<file path="config.mk">
export PLATFORM = sky130hd
export DESIGN_NAME = bcd_to_binary_ctrl
export DESIGN_NICKNAME = d
export VERILOG_FILES = /design/src/rtl/bcd_to_binary_ctrl.sv
export SDC_FILE = /design/constraint.sdc
export NUM_CORES = 1
export LEC_CHECK = 0
export CAP_MARGIN = 10
export CORE_MARGIN = 3
export CORE_UTILIZATION = 25
export CTS_CLUSTER_SIZE = 24
export DETAILED_ROUTE_END_ITERATION = 6
export GPL_ROUTABILITY_DRIVEN = 0
export GPL_TIMING_DRIVEN = 0
export PLACE_DENSITY = 0.41
export SLEW_MARGIN = 0
export SYNTH_ARGS = -nofsm -noshare
export SYNTH_HDL_FRONTEND = slang
export SYNTH_SLANG_ARGS = --single-unit
</file>
<file path="constraint.sdc">
create_clock -name clk -period 4.05 [get_ports clk]
set_input_delay 0.6075 -clock clk [delete_from_list [all_inputs] [get_ports clk]]
set_output_delay 0.6075 -clock clk [all_outputs]
set_load 0.005 [all_outputs]
</file>
<file path="src/rtl/bcd_to_binary_ctrl.sv">
// Handshaked multi-digit packed-BCD to binary converter, one digit per clock,
// most significant digit first; any nibble above 9 forces a zero result with error set.
module bcd_to_binary_ctrl #(
    parameter int DIGITS = 4,
    parameter int BIN_W  = 14
) (
    input  logic                  clk,
    input  logic                  rst,
    input  logic                  in_valid,
    output logic                  in_ready,
    input  logic [4*DIGITS-1:0]   bcd_in,
    output logic                  out_valid,
    input  logic                  out_ready,
    output logic [BIN_W-1:0]      binary_out,
    output logic                  error,
    output logic                  busy
);

    typedef enum logic [1:0] {IDLE, CONVERT, DONE} state_t;

    localparam int CW = (DIGITS > 1) ? $clog2(DIGITS) : 1;

    state_t              state, state_nxt;
    logic [4*DIGITS-1:0] sr;
    logic [BIN_W-1:0]    acc, acc_nxt;
    logic                err, err_nxt;
    logic [CW-1:0]       cnt;
    logic [3:0]          d;
    logic                last;

    assign d       = sr[4*DIGITS-1 -: 4];
    // acc*10 as two shifts and an add; BIN_W is sized so valid BCD never wraps
    assign acc_nxt = (acc << 3) + (acc << 1) + BIN_W'(d);
    assign err_nxt = err | (d > 4'd9);
    assign last    = (cnt == CW'(DIGITS - 1));

    always_ff @(posedge clk) begin
        if (rst) state <= IDLE;
        else     state <= state_nxt;
    end

    always_comb begin
        state_nxt = state;
        in_ready  = 1'b0;
        busy      = (state != IDLE);
        case (state)
            IDLE: begin
                in_ready = !rst;
                if (in_valid) state_nxt = CONVERT;
            end
            CONVERT: if (last) state_nxt = DONE;
            DONE:    if (out_valid && out_ready) state_nxt = IDLE;
            default: state_nxt = IDLE;
        endcase
    end

    always_ff @(posedge clk) begin
        if (rst) begin
            sr         <= '0;
            acc        <= '0;
            err        <= 1'b0;
            cnt        <= '0;
            out_valid  <= 1'b0;
            binary_out <= '0;
            error      <= 1'b0;
        end else begin
            case (state)
                IDLE: if (in_valid) begin
                    sr  <= bcd_in;
                    acc <= '0;
                    err <= 1'b0;
                    cnt <= '0;
                end
                CONVERT: begin
                    acc <= acc_nxt;
                    err <= err_nxt;
                    sr  <= sr << 4;
                    cnt <= cnt + 1'b1;
                    // final digit folds in combinationally so the result lands this edge
                    if (last) begin
                        binary_out <= err_nxt ? '0 : acc_nxt;
                        error      <= err_nxt;
                        out_valid  <= 1'b1;
                    end
                end
                DONE: if (out_ready) out_valid <= 1'b0;
                default: ;
            endcase
        end
    end

endmodule

</file>
==> results by group <==
Yosys
  • Post-Synth Adder-Cell Area: 0.1157
  • Seq/Total Area, Yosys: 0.3534
  • Synthesized instance count: 329
  • Post-synth top area cell: dfxtp_1
  • Asr flop ratio synth: 0
  • Most frequent cell after synthesis: dfxtp_1
  • Area contributors post-synth: dfxtp_1 35%, ha_1 10%, nor2_1 6.5%, a21oi_1 5.1%, o221a_2 4.8%
  • Synth Warn #: 0
  • Mapped Avg Cell Area: between 8 and 9 µm²
  • Post-Synth Simple-Gate Area: 0.2173
  • Top-area cell type share of the netlist area: 0.3534
  • Mapped Area: 2833 µm²
  • Post-Syn Nets: roughly 370
  • Yosys cell types: a little over 50
  • Portion of netlist area occupied by mux cells: 0
  • Synth Area in Compound Gates: 0.2434
  • Combinational family with the most area after synthesis: compound AO/OA/AOI/OAI gates
  • Seq cells post-synth: 50
  • Post-synth EDFFs: 0
  • Top_reg_cell synth: dfxtp_1
  • Top cells by count, synth: 50 x dfxtp_1, 49 x nor2_1, 29 x a21oi_1
  • Synth Area in XOR/XNOR: 0.02164

Power and ir drop
  • Switching part of the total: 0.2567
  • Internal Pwr Total: approximately 0.00087 W
  • PwrDens: around 330 nW/µm²
  • Max VDD drop: approximately 0.00018 V
  • Switching power: between 0.0003 and 0.0004 W
  • Power share of the sequential group: 0.446
  • Logic pwr share: 0.129
  • Static leakage: ~1.5 nW
  • Clock network power share: 0.425

Worst setup path
  • FF-to-FF Start: sr[15]
  • Worst EP arrival: between 1500 and 2000 ps
  • Kind of critical path: reg2out
  • CP required: 3440 ps
  • Beginning of the critical path: state[0]
  • Crit end category: primary output
  • Worst Reg-to-Reg Cells: 8
  • CP Max Fanout: 10
  • CP Launch Type: flip-flop

Clocking
  • TritonCTS Buffers: 5
  • Post-CTS Repair Setup Buffers: 0
  • Post_cts resized: 0
  • H-tree depth: 2
  • Root Driver: clkbuf_16
  • TritonCTS Sinks: 50
  • Worst-path clk slew: 70 ps
  • Hold buffer count at cts: 0
  • Later-pin clock latency in the skew report: about 300 ps
  • TritonCTS clock tree: built
  • Max Root-Sink Buffers: 2

Final layout
  • # nets final: ~420
  • Post-route cell area: around 3500 µm²
  • N_diodes: 0
  • Cell Count, Final, Fillers Out: between 500 and 600
  • Area grow syn2layout: 24.69%
  • Share of cells above drive strength 1: 0.1048

Flow run
  • Maxcap violations: 0

Place
  • Placed Cells: between 500 and 600
  • Port-buffer cells: 35
  • Post-Place Worst Slack: ~1500 ps
  • Placed wire-length estimate: about 6000 µm
  • Cell Area, Placed: roughly 3400 µm²

Floorplan
  • Die area: 12,640 µm²
  • Core footprint: around 11,000 µm²
  • Rows: 38
  • Die height: 112.4 µm
  • DIE WIDTH: 112.4 µm
  • Ports: 38
  • Initial Util: 0.2590

Hold path
  • Worst Hold Class: reg2reg
  • Critical hold path startpoint: binary_out[10]
  • Worst Hold Path Cells: 2

Detailed routing
  • Final wirelength: 8037 µm
  • Pre-antenna DRT Iters: 4
  • DRT antenna net count: 0
  • Initial DRC count: 100
  • # DRC: 0
  • Wire length per cell: ~16 µm
  • Via count: 2,501
  • Vias per cell: about 4.9

GRT
  • First-pass GRT wire length: about 13,000 µm
  • GR Overflow Total: 0
  • Largest net degree at the start of global routing: 18
  • Initial antenna violation count: 0
  • GR Util met2: 0.2165
  • Met3 usage in global routing: 0.01995
  • GR Util All Layers: 0.1323
  • Most used routing layer: met2
  • Number of global-route vias before repair: 2,662
  • M1 GR Usage: 0.1870

Run status
  • Outcome: complete, no violations

Timing
  • Final worst setup slack: around 1500 ps
  • Max-slew headroom: 0.5876
  • Tmin final: about 2600 ps
  • RSZ-0062 raised after global routing: no
  • Final TNS setup: 0 ps
  • Endpoints failing setup: 0
  • Final period utilization: 0.6416
  • Slew @ Worst Pin: between 600 and 700 ps
  • Peak Freq: ~380 MHz
  • Skew final: around 13 ps
  • Final hold violations: 0
  • Pins Over Slew Limit: 0
-- metal layers --
metal  vias to the layer above  part of all wire
met5                         -                 0
met1                      1181              0.52
li1                       1284                 -
met2                        34              0.45
met4                         0            0.0055
met3                         2             0.021
-- flip-flops by register name, summed over array words and instances, names as in the netlist --
| name | flops |
|---|---|
| acc | 13 |
| binary_out | 14 |
| cnt | 2 |
| err | 1 |
| error | 1 |
| out_valid | 1 |
| sr | 16 |
| state | 2 |
-- path summary, 6_finish.rpt --
| path | slack [ps] | to |
|---|---|---|
| max | 1450 | in_ready |
| min | 450 | binary_out[10] |
| max reg2reg | 1460 | binary_out[12] |
| min reg2reg | 450 | binary_out[10] |
-- cells in the final DEF, fill, tap and decap left out, types with 2 or more instances in the layout --
| cell type | instances |
|---|---|
| or2_2 | 2 |
| a31oi_1 | 2 |
| buf_1 | 2 |
| nand3_1 | 10 |
| nand4_1 | 5 |
| o221a_2 | 12 |
| a211o_1 | 4 |
| inv_1 | 12 |
| nor3_1 | 3 |
| buf_2 | 8 |
| or3_1 | 3 |
| a21oi_2 | 2 |
| a21o_1 | 2 |
| clkbuf_1 | 10 |
| nand2_1 | 13 |
| and3_1 | 3 |
| o21a_1 | 4 |
| ha_1 | 23 |
| xnor2_1 | 6 |
| a311oi_1 | 2 |
| a32oi_1 | 3 |
| dfxtp_1 | 50 |
| clkbuf_16 | 5 |
| o21ai_0 | 8 |
| nor2_1 | 49 |
| a22oi_1 | 15 |
| nand2b_1 | 2 |
| a21oi_1 | 29 |
| o31ai_1 | 2 |
| fa_1 | 2 |
| nor2b_1 | 18 |
| clkdlybuf4s50_1 | 35 |
| a211oi_1 | 3 |
-- through the flow --
| stage | power, W | hold WS (ps) | util |
|---|---|---|---|
| floorplan | 0.0006312 | 443.6 | - |
| global placement | 0.0006884 | 435.7 | 0.3071 |
| finish | 0.001177 | 453.3 | 0.3230 |
| global route | 0.001238 | 485.5 | 0.3230 |
| CTS | 0.001193 | 464.1 | 0.3230 |
| detailed placement | 0.0006884 | 447.3 | 0.3071 |
-- final cells by class --
| cell class | count | area [µm²] |
|---|---|---|
| clock buffer | 5 | 125.1 |
| fill | 1194 | 7403 |
| tap | 140 | 175.2 |
| sequential | 50 | 1001 |
| multi-input combinational | 246 | 1694 |
| timing repair buffer | 35 | 350.3 |
| clock inverter | 3 | 48.80 |
| buffer | 21 | 92.59 |
| inverter | 12 | 45.04 |
-- power groups by stage --
stage	logic, W	clock network, W	registers (W)
final	0.000152	0.000500	0.000525
after global routing	0.000174	0.000537	0.000527
after CTS	0.000153	0.000515	0.000525
after detailed placement	0.000152	0	0.000536
after global placement	0.000152	0	0.000536
after floorplan	0.0000999	0	0.000531
-- cells by family (layout without fill, tap and decap cells) --
group / count (synthesis) / count (layout)
compound gates: 95 / 95
xor+xnor: 7 / 7
fa+ha+maj: 25 / 25
buf+inv: 33 / 76
flops: 50 / 50
simple gates: 119 / 119
-- worst max-delay path: stages, from the launching register on --
cell and delay [ps]:
dfxtp_1 310, buf_4 160, clkbuf_1 250, or2_2 380, nor2_1 90, clkdlybuf4s50_1 510
Power figures use the tool's default switching activity.
